## config.mk

```make
export PLATFORM = sky130hd
export DESIGN_NAME = hall_speed_sequencer_flat
export DESIGN_NICKNAME = d
export VERILOG_FILES = /design/src/rtl/hall_speed_sequencer_pkg.sv /design/src/rtl/hall_speed_sequencer_if.sv /design/src/rtl/hall_speed_sequencer_input_filter.sv /design/src/rtl/hall_speed_sequencer.sv /design/src/flat_wrapper.sv
export SDC_FILE = /design/constraint.sdc
export NUM_CORES = 1
export LEC_CHECK = 0
export ABC_AREA = 1
export BUFFER_PORTS_ARGS = -buffer_cell sky130_fd_sc_hd__buf_2
export CAP_MARGIN = 25
export CORE_ASPECT_RATIO = 0.6
export CORE_UTILIZATION = 60
export CTS_BUF_LIST = sky130_fd_sc_hd__clkbuf_4 sky130_fd_sc_hd__clkbuf_8 sky130_fd_sc_hd__clkbuf_16
export CTS_CLUSTER_DIAMETER = 50
export DETAILED_ROUTE_END_ITERATION = 10
export PLACE_DENSITY_LB_ADDON = 0.15
export SLEW_MARGIN = 10
export SYNTH_ARGS = -nofsm -noshare
export SYNTH_HDL_FRONTEND = slang
export SYNTH_HIERARCHICAL = 1
export SYNTH_SLANG_ARGS = --single-unit
```

## constraint.sdc

```tcl
create_clock -name clock -period 4.8 [get_ports clock]
set_input_delay 0.24 -clock clock [delete_from_list [all_inputs] [get_ports clock]]
set_output_delay 0.24 -clock clock [all_outputs]
set_load 0.005 [all_outputs]
```

## src/rtl/hall_speed_sequencer_pkg.sv

```systemverilog
// hall_pkg: shared types and constants for the hall-sensor speed sequencer.
//   - hall_state_e     : sequencer state encoding (also exposed in the status word)
//   - ADDR_*           : Avalon-MM register addresses
//   - STAT_*           : bit positions inside the status register
//   - hall_next()      : forward successor of a hall code (000/111 map to 000)
//   - hall_legal()     : true for the six codes a healthy sensor set can produce
package hall_pkg;

    typedef enum logic [1:0] {
        ARM   = 2'd0,
        RUN   = 2'd1,
        STALL = 2'd2
    } hall_state_e;

    localparam logic [1:0] ADDR_PERIOD  = 2'd0;
    localparam logic [1:0] ADDR_EDGES   = 2'd1;
    localparam logic [1:0] ADDR_STATUS  = 2'd2;
    localparam logic [1:0] ADDR_TIMEOUT = 2'd3;

    localparam int STAT_HALL_LSB  = 0;
    localparam int STAT_DIR_BIT   = 3;
    localparam int STAT_STALL_BIT = 4;
    localparam int STAT_ERR_BIT   = 5;
    localparam int STAT_STATE_LSB = 6;

    // Forward rotation: 001 -> 011 -> 010 -> 110 -> 100 -> 101 -> 001
    function automatic logic [2:0] hall_next(input logic [2:0] code);
        case (code)
            3'b001:  return 3'b011;
            3'b011:  return 3'b010;
            3'b010:  return 3'b110;
            3'b110:  return 3'b100;
            3'b100:  return 3'b101;
            3'b101:  return 3'b001;
            default: return 3'b000;
        endcase
    endfunction

    function automatic logic hall_legal(input logic [2:0] code);
        return (code != 3'b000) && (code != 3'b111);
    endfunction

endpackage

```

## src/rtl/hall_speed_sequencer_if.sv

```systemverilog
// hall_speed_sequencer_if: Avalon-MM read-only slave bus.
//   avs_address       2  register select
//   avs_read          1  read strobe
//   avs_readdata      32 registered read data
//   avs_readdatavalid 1  qualifier, one cycle after avs_read
// master = HPS side, slave = sequencer side.
interface hall_speed_sequencer_if;
    logic [1:0]  avs_address;
    logic        avs_read;
    logic [31:0] avs_readdata;
    logic        avs_readdatavalid;

    modport master (output avs_address, avs_read, input avs_readdata, avs_readdatavalid);
    modport slave  (input avs_address, avs_read, output avs_readdata, avs_readdatavalid);
endinterface

```

## src/rtl/hall_speed_sequencer_input_filter.sv

```systemverilog
// hall_input_filter: two-flop synchronizer for the three hall inputs, with an
// optional debounce stage.
//   clock, reset      system clock, async active-high reset
//   hall_raw[2:0]     raw sensors {h3,h2,h1}
//   hall_s[2:0]       filtered code
//   hall_s_valid      hall_s carries a real sampled code (not the reset value)
// Build option: HALL_DEBOUNCE_EN -- when defined, a synchronized code must stay
// unchanged for DEBOUNCE_CYCLES consecutive clocks before it reaches hall_s.
module hall_input_filter #(
    parameter int DEBOUNCE_CYCLES = 16
) (
    input  logic       clock,
    input  logic       reset,
    input  logic [2:0] hall_raw,
    output logic [2:0] hall_s,
    output logic       hall_s_valid
);
    localparam int SYNC_STAGES = 1;

    if (DEBOUNCE_CYCLES < 2) begin : g_cfg_check
        $error("hall_input_filter: DEBOUNCE_CYCLES must be at least 2");
    end

    logic [2:0]             sync1, sync2;
    // Marks when sync2 holds a sampled value rather than the reset zeros.
    logic [SYNC_STAGES:0]   vld_pipe;

    always_ff @(posedge clock or posedge reset) begin
        if (reset) begin
            sync1    <= '0;
            sync2    <= '0;
            vld_pipe <= '0;
        end else begin
            sync1    <= hall_raw;
            sync2    <= sync1;
            vld_pipe <= {vld_pipe[SYNC_STAGES-1:0], 1'b1};
        end
    end

`ifdef HALL_DEBOUNCE_EN
    localparam int CW = $clog2(DEBOUNCE_CYCLES + 1);

    logic [2:0]    cand;
    logic [2:0]    hall_q;
    logic [CW-1:0] stable_cnt;
    logic          fwd_ok;

    // stable_cnt = number of cycles sync2 has equalled cand. Forwarding on the
    // edge where the count is DEBOUNCE_CYCLES-1 and still matching means the
    // code was seen for DEBOUNCE_CYCLES cycles; the count then parks.
    always_ff @(posedge clock or posedge reset) begin
        if (reset) begin
            cand       <= '0;
            hall_q     <= '0;
            stable_cnt <= '0;
            fwd_ok     <= 1'b0;
        end else if (vld_pipe[SYNC_STAGES]) begin
            if (sync2 != cand) begin
                cand       <= sync2;
                stable_cnt <= CW'(1);
            end else if (stable_cnt == CW'(DEBOUNCE_CYCLES - 1)) begin
                hall_q     <= cand;
                fwd_ok     <= 1'b1;
                stable_cnt <= CW'(DEBOUNCE_CYCLES);
            end else if (stable_cnt < CW'(DEBOUNCE_CYCLES - 1)) begin
                stable_cnt <= stable_cnt + 1'b1;
            end
        end
    end

    assign hall_s       = hall_q;
    assign hall_s_valid = fwd_ok;
`else
    assign hall_s       = sync2;
    assign hall_s_valid = vld_pipe[SYNC_STAGES];
`endif

endmodule

```

## src/rtl/hall_speed_sequencer.sv

```systemverilog
// hall_speed_sequencer: hall-sensor commutation sequencer and speed timer.
//   clock, reset                 system clock, async active-high reset
//   hall_sensor1..3              raw asynchronous hall inputs
//   avs (slave modport)          Avalon-MM read slave: 0 period, 1 edge_count,
//                                2 status, 3 TIMEOUT_TICKS
//   period / period_valid        last event interval in prescaled ticks + pulse
//   direction                    1 forward, 0 reverse
//   stalled                      no event for TIMEOUT_TICKS ticks
//   hall_error                   sticky illegal/skip flag, cleared by status read
// Build option: HALL_DEBOUNCE_EN enables the input debounce in hall_input_filter.
module hall_speed_sequencer
    import hall_pkg::*;
#(
    parameter int PRESCALE        = 500,
    parameter int TIMEOUT_TICKS   = 70000,
    parameter int DEBOUNCE_CYCLES = 16
) (
    input  logic                         clock,
    input  logic                         reset,
    input  logic                         hall_sensor1,
    input  logic                         hall_sensor2,
    input  logic                         hall_sensor3,
    hall_speed_sequencer_if.slave        avs,
    output logic [31:0]                  period,
    output logic                         period_valid,
    output logic                         direction,
    output logic                         stalled,
    output logic                         hall_error
);
    localparam int          PW          = (PRESCALE > 1) ? $clog2(PRESCALE) : 1;
    localparam logic [31:0] TIMEOUT_VAL = 32'(TIMEOUT_TICKS);

    localparam logic [1:0] S_ARM   = ARM;
    localparam logic [1:0] S_RUN   = RUN;
    localparam logic [1:0] S_STALL = STALL;

    logic [2:0]    hall_s;
    logic          hall_s_valid;
    logic [2:0]    hall_prev;
    logic          prev_ok;
    logic [PW-1:0] presc;
    logic          tick;
    logic [31:0]   tick_cnt;
    logic [31:0]   edge_count;
    logic [1:0]    state;
    logic          hall_event, step_fwd, step_rev, valid_evt, err_evt;
    logic          status_rd;
    logic [31:0]   status_word;

    hall_input_filter #(.DEBOUNCE_CYCLES(DEBOUNCE_CYCLES)) u_filter (
        .clock        (clock),
        .reset        (reset),
        .hall_raw     ({hall_sensor3, hall_sensor2, hall_sensor1}),
        .hall_s       (hall_s),
        .hall_s_valid (hall_s_valid)
    );

    // prev_ok keeps the first real code after reset from being compared
    // against the zero reset value of hall_prev.
    always_ff @(posedge clock or posedge reset) begin
        if (reset) begin
            hall_prev <= '0;
            prev_ok   <= 1'b0;
        end else begin
            hall_prev <= hall_s;
            prev_ok   <= hall_s_valid;
        end
    end

    always_comb begin
        hall_event = hall_s_valid && prev_ok && (hall_s != hall_prev);
        step_fwd   = (hall_next(hall_prev) == hall_s);
        step_rev   = (hall_next(hall_s) == hall_prev);
        // Legality of both codes is required: hall_next(111) is 000, which
        // would otherwise make 000 -> 111 look like a reverse step.
        valid_evt  = hall_event && hall_legal(hall_prev) && hall_legal(hall_s)
                     && (step_fwd || step_rev);
        err_evt    = hall_event && !valid_evt;
        status_rd  = avs.avs_read && (avs.avs_address == ADDR_STATUS);
    end

    assign tick = (presc == PW'(PRESCALE - 1));

    always_ff @(posedge clock or posedge reset) begin
        if (reset) presc <= '0;
        else if (tick) presc <= '0;
        else presc <= presc + 1'b1;
    end

    // Interval counter: a valid event clears it even when a tick lands in the
    // same cycle; otherwise it counts ticks and parks at the timeout value.
    always_ff @(posedge clock or posedge reset) begin
        if (reset) tick_cnt <= '0;
        else if (valid_evt) tick_cnt <= '0;
        else if (tick && (tick_cnt != TIMEOUT_VAL)) tick_cnt <= tick_cnt + 32'd1;
    end

    // Priority: error event > valid event > timeout.
    always_ff @(posedge clock or posedge reset) begin
        if (reset) begin
            state        <= S_ARM;
            period       <= '0;
            period_valid <= 1'b0;
            direction    <= 1'b0;
            stalled      <= 1'b0;
            hall_error   <= 1'b0;
            edge_count   <= '0;
        end else begin
            period_valid <= 1'b0;

            if (err_evt) hall_error <= 1'b1;
            else if (status_rd) hall_error <= 1'b0;

            if (valid_evt) begin
                edge_count <= edge_count + 32'd1;
                direction  <= step_fwd;
            end

            if (err_evt) begin
                state   <= S_ARM;
                stalled <= 1'b0;
            end else if (valid_evt) begin
                case (state)
                    S_RUN: begin
                        period       <= tick_cnt;
                        period_valid <= 1'b1;
                    end
                    S_STALL: stalled <= 1'b0;
                    default: ;
                endcase
                state <= S_RUN;
            end else if ((state == S_RUN) && (tick_cnt == TIMEOUT_VAL)) begin
                period  <= '0;
                stalled <= 1'b1;
                state   <= S_STALL;
            end
        end
    end

    always_comb begin
        status_word                          = '0;
        status_word[STAT_HALL_LSB +: 3]      = hall_s;
        status_word[STAT_DIR_BIT]            = direction;
        status_word[STAT_STALL_BIT]          = stalled;
        status_word[STAT_ERR_BIT]            = hall_error;
        status_word[STAT_STATE_LSB +: 2]     = state;
    end

    always_ff @(posedge clock or posedge reset) begin
        if (reset) begin
            avs.avs_readdata      <= '0;
            avs.avs_readdatavalid <= 1'b0;
        end else begin
            avs.avs_readdatavalid <= avs.avs_read;
            if (avs.avs_read) begin
                case (avs.avs_address)
                    ADDR_PERIOD: avs.avs_readdata <= period;
                    ADDR_EDGES:  avs.avs_readdata <= edge_count;
                    ADDR_STATUS: avs.avs_readdata <= status_word;
                    default:     avs.avs_readdata <= TIMEOUT_VAL;
                endcase
            end
        end
    end

endmodule

```

## src/flat_wrapper.sv

```systemverilog
// flat-port wrapper written by rule: the top's interface ports become plain ports
module hall_speed_sequencer_flat import hall_pkg::*;
#(
    parameter int PRESCALE        = 500,
    parameter int TIMEOUT_TICKS   = 70000,
    parameter int DEBOUNCE_CYCLES = 16
)
  (clock, reset, hall_sensor1, hall_sensor2, hall_sensor3, period, period_valid, direction, stalled, hall_error, avs_avs_address, avs_avs_read, avs_avs_readdata, avs_avs_readdatavalid);
  hall_speed_sequencer_if avs_i ();
  input  logic clock;
  input  logic reset;
  input  logic hall_sensor1;
  input  logic hall_sensor2;
  input  logic hall_sensor3;
  output logic [31:0] period;
  output logic period_valid;
  output logic direction;
  output logic stalled;
  output logic hall_error;
  input wire logic [$bits(avs_i.avs_address)-1:0] avs_avs_address;
  input wire logic [$bits(avs_i.avs_read)-1:0] avs_avs_read;
  output wire logic [$bits(avs_i.avs_readdata)-1:0] avs_avs_readdata;
  output wire logic [$bits(avs_i.avs_readdatavalid)-1:0] avs_avs_readdatavalid;
  assign avs_i.avs_address = avs_avs_address;
  assign avs_i.avs_read = avs_avs_read;
  assign avs_avs_readdata = avs_i.avs_readdata;
  assign avs_avs_readdatavalid = avs_i.avs_readdatavalid;
  hall_speed_sequencer #(.PRESCALE(PRESCALE), .TIMEOUT_TICKS(TIMEOUT_TICKS), .DEBOUNCE_CYCLES(DEBOUNCE_CYCLES)) u_core (.clock(clock), .reset(reset), .hall_sensor1(hall_sensor1), .hall_sensor2(hall_sensor2), .hall_sensor3(hall_sensor3), .avs(avs_i), .period(period), .period_valid(period_valid), .direction(direction), .stalled(stalled), .hall_error(hall_error));
endmodule
```

==> results of run 1 <==
## routing by layer
| layer | up-vias | part of all wire, % | track usage, % | routed length, um |
|---|---|---|---|---|
| met1 | 3955 | 46 | 54.8 | 11700 |
| met4 | 0 | 1.4 | 8.01 | 344 |
| met2 | 498 | 39 | 48.8 | 10000 |
| li1 | 3995 | - | - | - |
| met5 | - | 0 | 0 | 0 |
| met3 | 36 | 13 | 9.59 | 3250 |
## cell usage after synthesis (all sizes together) (4+ instances only)
| cell | n | area [um^2] |
|---|---|---|
| nand3 | 120 | 616 |
| nor2 | 178 | 746 |
| nand4 | 13 | 87.6 |
| nor3 | 28 | 155 |
| nand2 | 386 | 1490 |
| clkbuf | 14 | 52.6 |
| dfrtp | 156 | 3900 |
| nand3b | 4 | 30.0 |
| xor2 | 14 | 123 |
| buf | 29 | 225 |
| a21oi | 52 | 272 |
| a31oi | 7 | 43.8 |
| inv | 129 | 484 |
| ha | 4 | 50.1 |
| o21ai | 71 | 355 |
| xnor2 | 11 | 96.3 |
## layout make-up
cell class	instances	area, um^2	share of cell area [%]
clock buffers	20	454	4.61
clock inverters	12	139	1.41
inverters	129	489	4.97
multi-input cells	895	4110	41.7
flip-flops and latches	156	3900	39.6
well taps	192	240	2.44
repair buffers	87	513	5.21
## worst max-delay path: stages (launching register included)
cell and delay [ps]:
dfrtp_1 460, inv_1 170, nand2_1 130, nand2_1 60, nand2_1 50, nand2_1 60
nand3_1 110, nand2_2 100, nand2_4 350, buf_4 680, nand3_1 160, o21ai_0 150
## cell families after synthesis
| family | Yosys count |
|---|---|
| flops | 156 |
| fa+ha+maj | 4 |
| simple gates | 731 |
| xor+xnor | 25 |
| buf+inv | 172 |
| other cells | 1 |
| compound gates | 134 |
## metrics by stage
stage / worst slack [ps] / total power, uW
6_report: 2200 / 2950
5_1_grt: 1980 / 3040
4_1_cts: 2260 / 2950
3_5_place_dp: 2350 / 1590
3_3_place_gp: 2410 / 1590
2_1_floorplan: 580 / 1520
## worst paths after layout
kind                                          endpoint  cells past startpoint
setup / recovery                   u_core/tick_cnt[14]                     11
hold / removal             u_core/avs.avs_readdata[16]                      3
setup reg to reg                   u_core/tick_cnt[14]                     11
hold reg to reg            u_core/u_filter/vld_pipe[1]                      0
max in group asynchronous          u_core/tick_cnt[18]                      5
min in group asynchronous               u_core/prev_ok                      3
## state kept, by name (all words and copies together), names as in the netlist, 3 cells and up
| register | flops |
|---|---|
| u_core/presc | 9 |
| u_core/u_filter/hall_s | 3 |
| u_core/tick_cnt | 32 |
| u_core/hall_prev | 3 |
| u_core/edge_count | 32 |
| u_core/avs.avs_readdata | 32 |
| u_core/u_filter/sync1 | 3 |
| u_core/period | 32 |
## power groups by stage
| stage | Sequential, uW | Combinational (uW) | Clock (uW) |
|---|---|---|---|
| final | 1390 | 190 | 1370 |
| after global routing | 1390 | 215 | 1430 |
| after CTS | 1390 | 185 | 1380 |
| after detailed placement | 1410 | 181 | 0 |
| after global placement | 1410 | 178 | 0 |
| after floorplan | 1410 | 115 | 0 |
## timing repair
action | in CTS | in global routing
hold endpoints to repair | 11 | 0
setup buffers | 0 | 0
hold buffers | 4 | 0
==> impl_metrics.py, run 1 <==
metrics = {
    "outcome": {
        "status": "finished clean",
    },
    "cells_and_area": {
        "antennaDiodeCount": 0,
        "area_growth_pct": 12.3,
        "nets": 1298,
        "stdcell_count": 1491,
        "fin_util_pct": 70.6,
        "final_area_um2": 9850,
        "layout_common_cells": "nand2_1, dfrtp_1, nor2_1, inv_1, nand3_1",
        "final_common_cell": "nand2_1",
        "nFillCells": 1221,
        "drive_gt1_share_pct": 12.9,
    },
    "power_and_ir_drop": {
        "combPwrFrac_pct": 6.4,
        "intPower_uw": 2220,
        "powerDensity_nw_per_um2": 300,
        "power_frac_clock_pct": 46.5,
        "irDropWorstVdd_mv": 0.166,
        "power_frac_seq_pct": 47.0,
        "p_leak_uw": 0.00481,
        "power_switching_uw": 734,
        "switching_share_pct": 24.9,
    },
    "floorplan": {
        "dieWidth_um": 158,
        "dieHeight_um": 95.7,
        "core_area_um2": 14000,
        "start_util_pct": 62.9,
        "row_count": 33,
        "num_io_pins": 77,
        "die_area_um2": 15100,
    },
    "synthesis": {
        "yosys.area_share.adder_pct": 0.570,
        "ys_ff_latch": 156,
        "synth_xor_area_share_pct": 2.50,
        "postSynthCellCount": 1223,
        "avgSynthCellArea_um2": 7.17,
        "synthArstFlopShare_pct": 100,
        "synth_edf_count": 0,
        "synthFlopType": "dfrtp_1",
        "synth_compound_area_share_pct": 8.00,
        "ys_warn_count": 6,
        "synth_nets": 1235,
        "synth_cell_type_count": 35,
        "synthMuxAreaShare_pct": 0,
        "netlist_area_um2": 8770,
        "synth_simple_gate_area_share_pct": 35.7,
        "ys_seq_area_share_pct": 44.5,
        "synth_top_family_by_area": "simple AND/OR/NAND/NOR gates",
    },
    "worst_setup_path": {
        "cp.required_ps": 5120,
        "worstSetupPathType": "reg2reg",
        "path_max_fanout": 62,
        "endpoint_kind": "flop",
        "cp.arrival_ps": 2920,
        "ff2ff_setup_slack_ps": 2200,
        "startpoint_type": "flop",
        "critPathLaunch": "u_core/u_filter/hall_s[2]",
        "reg2reg_from": "u_core/u_filter/hall_s[2]",
    },
    "timing": {
        "skew_ps": 16.4,
        "grt_setup_unrepaired": "false",
        "min_period_ps": 2600,
        "setup_viol": 0,
        "max_slew_margin_pct": 46.9,
        "max_freq_ghz": 0.385,
        "worstMarginPinSlew_ps": 796,
        "hold_violations": 0,
        "whs_ps": 143,
        "finalMaxSlewViolations": 0,
        "fin_setup_tns_ps": 0,
        "post-route-period-util_pct": 54.2,
    },
    "grt": {
        "grt_pass1_wl_um": 40300,
        "grt_max_degree": 113,
        "overflow": 0,
        "grt_usage_pct": 35.5,
        "antenna_found_initial": 0,
        "first_global_vias": 7578,
    },
    "clocking": {
        "tritoncts.num_buffers": 17,
        "htree_levels": 4,
        "cts.repair.resized": 0,
        "clk_pin_slew_ps": 70,
        "cts_root_buffer": "clkbuf_16",
        "clock_latency_ps": 420,
        "clkSinkCount": 156,
        "cts_tree": "done",
        "clk_path_buf_depth": 2,
    },
    "place": {
        "port_buffers": 76,
        "dpl.hpwl_um": 17700,
        "postPlaceCellArea_um2": 9160,
        "gp_congestion": 0.984,
        "placed_cells": 1453,
    },
    "route": {
        "drc_errors": 0,
        "avgViaCountPerCell": 5.69,
        "drt_iter0_markers": 1137,
        "routedWlPerCell_um": 17.0,
        "firstDrtPassIters": 10,
        "routed_wl_um": 25300,
        "vias": 8484,
        "antenna_left": 0,
    },
    "worst_hold_path": {
        "min-delay-start": "avs_avs_address[0]",
        "hold_class": "in2reg",
    },
    "job": {
        "cap_viol_max_count": 0,
    },
}
No activity file was read; power rests on OpenSTA's default activity.
==> run 2, diff against run 1 <==
==> constraint.sdc (replaced) <==
create_clock -name clock -period 2.5 [get_ports clock]
set_input_delay 0.125 -clock clock [delete_from_list [all_inputs] [get_ports clock]]
set_output_delay 0.125 -clock clock [all_outputs]
set_load 0.005 [all_outputs]
==> impl_metrics.py, run 2 (same netlist as run 1, synthesis figures left out) <==
metrics = {
    "outcome": {
        "status": "finished clean",
    },
    "route": {
        "drt_iter0_markers": 972,
        "vias": 8567,
        "antenna_left": 0,
        "routed_wl_um": 26000,
        "avgViaCountPerCell": 5.71,
        "routedWlPerCell_um": 17.3,
        "drc_errors": 0,
        "firstDrtPassIters": 5,
    },
    "place": {
        "dpl.hpwl_um": 18700,
        "gp_congestion": 1.01,
        "postPlaceCellArea_um2": 9290,
        "port_buffers": 76,
    },
    "grt": {
        "grt_usage_pct": 36.6,
        "overflow": 0,
        "grt_pass1_wl_um": 41200,
        "first_global_vias": 7770,
        "grt_max_degree": 77,
        "antenna_found_initial": 0,
    },
    "cells_and_area": {
        "area_growth_pct": 12.9,
        "fin_util_pct": 71.0,
        "antennaDiodeCount": 0,
        "nets": 1307,
        "final_area_um2": 9910,
        "drive_gt1_share_pct": 13.5,
        "final_common_cell": "nand2_1",
        "layout_common_cells": "nand2_1, dfrtp_1, nor2_1, inv_1, nand3_1",
    },
    "worst_setup_path": {
        "worstSetupPathType": "reg2reg",
        "cp.arrival_ps": 2470,
        "cp.required_ps": 2810,
        "path_max_fanout": 8,
        "startpoint_type": "flop",
        "endpoint_kind": "flop",
    },
    "timing": {
        "grt_setup_unrepaired": "false",
        "skew_ps": 13.8,
        "finalMaxSlewViolations": 0,
        "worstMarginPinSlew_ps": 641,
        "post-route-period-util_pct": 86.6,
        "max_freq_ghz": 0.462,
        "max_slew_margin_pct": 57.3,
        "hold_violations": 0,
        "min_period_ps": 2170,
        "setup_viol": 0,
        "fin_setup_tns_ps": 0,
    },
    "floorplan": {
        "num_io_pins": 77,
        "dieHeight_um": 95.7,
        "die_area_um2": 15100,
        "row_count": 33,
        "core_area_um2": 14000,
        "start_util_pct": 62.9,
        "dieWidth_um": 158,
    },
    "clocking": {
        "tritoncts.num_buffers": 17,
        "htree_levels": 4,
        "clk_path_buf_depth": 2,
        "clock_latency_ps": 430,
        "cts_tree": "done",
        "cts_root_buffer": "clkbuf_16",
        "clkSinkCount": 156,
        "clk_pin_slew_ps": 70,
    },
    "job": {
        "cap_viol_max_count": 0,
    },
    "power_and_ir_drop": {
        "power_frac_clock_pct": 46.0,
        "powerDensity_nw_per_um2": 565,
        "intPower_uw": 4160,
        "irDropWorstVdd_mv": 0.317,
        "p_leak_uw": 0.00485,
        "combPwrFrac_pct": 6.4,
        "switching_share_pct": 25.8,
        "power_frac_seq_pct": 47.6,
        "power_switching_uw": 1440,
    },
    "worst_hold_path": {
        "hold_class": "in2reg",
    },
}
-- run 2: cell types whose count changed in the layout (fill, tap and decap cells not counted) --
cell        before  now
buf_12           0    4
buf_16           2    0
buf_4            5   12
bufinv_16        2    1
clkbuf_4         2    1
clkinv_4         2    3
clkinvlp_4       4    3
inv_6            4    6
-- run 2: layer usage --
metal | part of all wire (%) | vias to the layer above | GRT usage, %
li1 | - | 4031 | -
met1 | 47 | 3976 | 56.8
met2 | 39 | 522 | 48.6
met3 | 13 | 38 | 11.0
met4 | 1.2 | 0 | 9.46
met5 | 0 | - | 0
-- run 2: per-stage QoR --
stage	setup WS, ps	instances	total power (uW)	hold WS, ps
after floorplan	514	1223	2920	-59.3
after global placement	420	1464	3060	106
after detailed placement	477	1464	3060	110
after CTS	462	1500	5620	25.4
after global routing	197	1500	5790	49.3
final	334	1500	5600	33.2
-- run 2: worst max-delay path, stage by stage (launching register included) --
cell	delay, ps
dfrtp_1	530
nand3_1	320
nor2_1	480
inv_1	80
nor2_1	260
nand3_1	130
nand2_1	80
inv_1	40
nand3_1	70
o21ai_1	70
-- run 2: final timing paths --
kind	cells after the start	start	to	slack [ps]
worst max-delay path	9	u_core/tick_cnt[2]	u_core/tick_cnt[29]	330
worst min-delay path	3	avs_avs_address[1]	u_core/avs.avs_readdata[5]	30
worst max register to register	9	u_core/tick_cnt[2]	u_core/tick_cnt[29]	330
worst min register to register	0	u_core/u_filter/vld_pipe[0]	u_core/u_filter/vld_pipe[1]	350
max in group asynchronous	4	reset	u_core/period[26]	1370
min in group asynchronous	3	reset	u_core/u_filter/sync1[1]	210
-- run 2: cell type report --
| class | instances | area (um^2) |
|---|---|---|
| Timing Repair Buffer | 96 | 591 |
| Fill cell | 1187 | 4050 |
| Sequential cell | 156 | 3900 |
| Clock inverter | 13 | 129 |
| Tap cell | 192 | 240 |
| Multi-Input combinational cell | 895 | 4110 |
| Clock buffer | 19 | 447 |
| Inverter | 129 | 488 |
-- run 2: repair_timing --
action	in CTS	in global routing
hold endpoints to repair	35	0
endpoints found under the setup margin	0	0
gates resized for setup	0	0
hold buffers	4	0
buffers inserted	0	0
-- run 2: power by group through the flow --
stage                     combinational [uW]  sequential [uW]  clock [uW]
after floorplan                          221             2700           0
after global placement                   353             2710           0
after detailed placement                 353             2710           0
after CTS                                360             2660        2590
after global routing                     413             2670        2700
final                                    361             2660        2580
==> run 3, diff against run 2 <==
--- a/config.mk
+++ b/config.mk
@@ -9,7 +9,8 @@
 export BUFFER_PORTS_ARGS = -buffer_cell sky130_fd_sc_hd__buf_2
 export CAP_MARGIN = 25
 export CORE_ASPECT_RATIO = 0.6
-export CORE_UTILIZATION = 60
+export CORE_MARGIN = 5
+export CORE_UTILIZATION = 65
 export CTS_BUF_LIST = sky130_fd_sc_hd__clkbuf_4 sky130_fd_sc_hd__clkbuf_8 sky130_fd_sc_hd__clkbuf_16
 export CTS_CLUSTER_DIAMETER = 50
 export DETAILED_ROUTE_END_ITERATION = 10
==> constraint.sdc (replaced) <==
create_clock -name clock -period 2.6 [get_ports clock]
set_input_delay 0.13 -clock clock [delete_from_list [all_inputs] [get_ports clock]]
set_output_delay 0.13 -clock clock [all_outputs]
set_load 0.005 [all_outputs]
==> impl_metrics.py, run 3 (same netlist as run 1, synthesis figures left out) <==
metrics = {
    "outcome": {
        "status": "finished clean",
    },
    "timing": {
        "min_period_ps": 2210,
        "max_freq_ghz": 0.453,
        "grt_setup_unrepaired": "false",
        "post-route-period-util_pct": 84.9,
        "setup_viol": 0,
        "hold_violations": 0,
        "fin_setup_tns_ps": 0,
        "whs_ps": 40.2,
        "worstMarginPinSlew_ps": 863,
        "skew_ps": 10.6,
        "max_slew_margin_pct": 42.5,
        "finalMaxSlewViolations": 0,
    },
    "worst_setup_path": {
        "cp_cell_sequence": "nand3_1 -> nor2_1 -> nand4_1 -> inv_1 -> nand4_1 -> nor2_1 -> nor2_1",
        "ff2ff_setup_slack_ps": 390,
        "worstSetupPathType": "reg2reg",
        "startpoint_type": "flop",
        "reg2reg_from": "u_core/tick_cnt[2]",
        "crit_path_end": "u_core/tick_cnt[13]",
        "rr_endpoint": "u_core/tick_cnt[13]",
        "cp_slowest_cell": "nor2_1",
        "cp.required_ps": 2910,
        "critPathLaunch": "u_core/tick_cnt[2]",
        "cp.arrival_ps": 2510,
        "r2r.worst_path.cells": 7,
        "endpoint_kind": "flop",
        "cp_top_family": "simple AND/OR/NAND/NOR gates",
        "cp_num_buf_inv": 1,
        "slowest_delay_ps": 570,
        "path_max_fanout": 8,
        "cp_common_cell": "nor2_1",
        "cp.depth": 7,
    },
    "clocking": {
        "cts_tree": "done",
        "clk_path_buf_depth": 2,
        "clkSinkCount": 156,
        "postCtsSetupRepairBufs": 0,
        "clock_latency_ps": 420,
        "htree_levels": 4,
        "tritoncts.num_buffers": 17,
        "clk_pin_slew_ps": 70,
        "cts_root_buffer": "clkbuf_16",
        "cts.repair.resized": 0,
    },
    "cells_and_area": {
        "antennaDiodeCount": 0,
        "final_common_cell": "nand2_1",
        "area_growth_pct": 12.2,
        "layout_common_cells": "nand2_1, dfrtp_1, nor2_1, inv_1, nand3_1",
        "drive_gt1_share_pct": 13.3,
        "nets": 1305,
    },
    "floorplan": {
        "dieHeight_um": 100,
        "row_count": 32,
        "core_area_um2": 13000,
        "die_area_um2": 16000,
        "dieWidth_um": 160,
        "num_io_pins": 77,
        "start_util_pct": 67.4,
    },
    "grt": {
        "first_global_vias": 7627,
        "grt_usage_pct": 31.8,
        "grt_max_degree": 149,
        "overflow": 0,
        "grt_pass1_wl_um": 40400,
        "antenna_found_initial": 0,
    },
    "route": {
        "avgViaCountPerCell": 5.79,
        "antenna_left": 0,
        "firstDrtPassIters": 6,
        "routed_wl_um": 25200,
        "drc_errors": 0,
        "vias": 8551,
        "drt_iter0_markers": 1055,
        "routedWlPerCell_um": 17.1,
    },
    "place": {
        "dpl.hpwl_um": 18000,
        "port_buffers": 76,
        "gp_congestion": 1.03,
    },
    "power_and_ir_drop": {
        "irDropWorstVdd_mv": 0.404,
        "powerDensity_nw_per_um2": 545,
        "power_frac_clock_pct": 45.8,
        "power_switching_uw": 1370,
        "intPower_uw": 4000,
        "p_leak_uw": 0.00483,
        "power_frac_seq_pct": 47.8,
        "combPwrFrac_pct": 6.5,
        "switching_share_pct": 25.5,
    },
    "job": {
        "cap_viol_max_count": 0,
    },
    "worst_hold_path": {
        "hold_class": "in2reg",
    },
}
==> run 3: routing by layer <==
metal	GRT usage, %	vias to the layer above	routed length, um
met5	0	-	0
met1	49.6	3930	11300
met2	43.5	561	10100
met4	6.35	0	241
met3	10.1	27	3610
li1	-	4033	-
==> run 3: worst min-delay path by stage <==
stage                            start                     endpoint  cells past startpoint
CTS                 avs_avs_address[1]   u_core/avs.avs_readdata[5]                      3
global route        avs_avs_address[0]  u_core/avs.avs_readdata[12]                      3
detailed placement               reset    u_core/u_filter/hall_s[1]                      2
finish              avs_avs_address[0]   u_core/avs.avs_readdata[8]                      3
floorplan                        reset    u_core/u_filter/hall_s[0]                      1
global placement                 reset     u_core/u_filter/sync1[1]                      2
==> run 3: power groups by stage <==
stage	logic [uW]	registers (uW)	clock network [uW]
after floorplan	213	2600	0
after global placement	332	2600	0
after detailed placement	342	2600	0
after CTS	348	2560	2480
after global routing	388	2570	2600
final	346	2560	2460
==> run 3: area by class of cell <==
type,count,area (um^2)
clock buffers,19,447
multi-input cells,895,4110
flip-flops and latches,156,3900
repair buffers,94,551
clock inverters,13,130
fillers,1018,3170
well taps,170,213
inverters,129,488
==> run 3: repair_timing <==
item                       4_1_cts  5_1_grt
hold buffers                     4        0
hold endpoints to repair        38        0
setup endpoints to repair        0        0
==> run 3: worst register-to-register path: stages, from the launching register on <==
cell and delay, ps:
dfrtp_1 540, nand3_1 300, nor2_1 570, nand4_1 230
inv_1 140, nand4_1 150, nor2_1 120, nor2_1 50
==> run 3: stage by stage <==
stage	setup slack (ps)	power, uW	cell area [um^2]	cells	utilization, %
2_1_floorplan	609	2810	8780	1223	-
3_3_place_gp	618	2930	9230	1440	70.9
3_5_place_dp	559	2950	9230	1440	70.9
4_1_cts	515	5390	9840	1476	75.6
5_1_grt	252	5560	9840	1476	75.6
6_report	393	5370	9840	1476	75.6
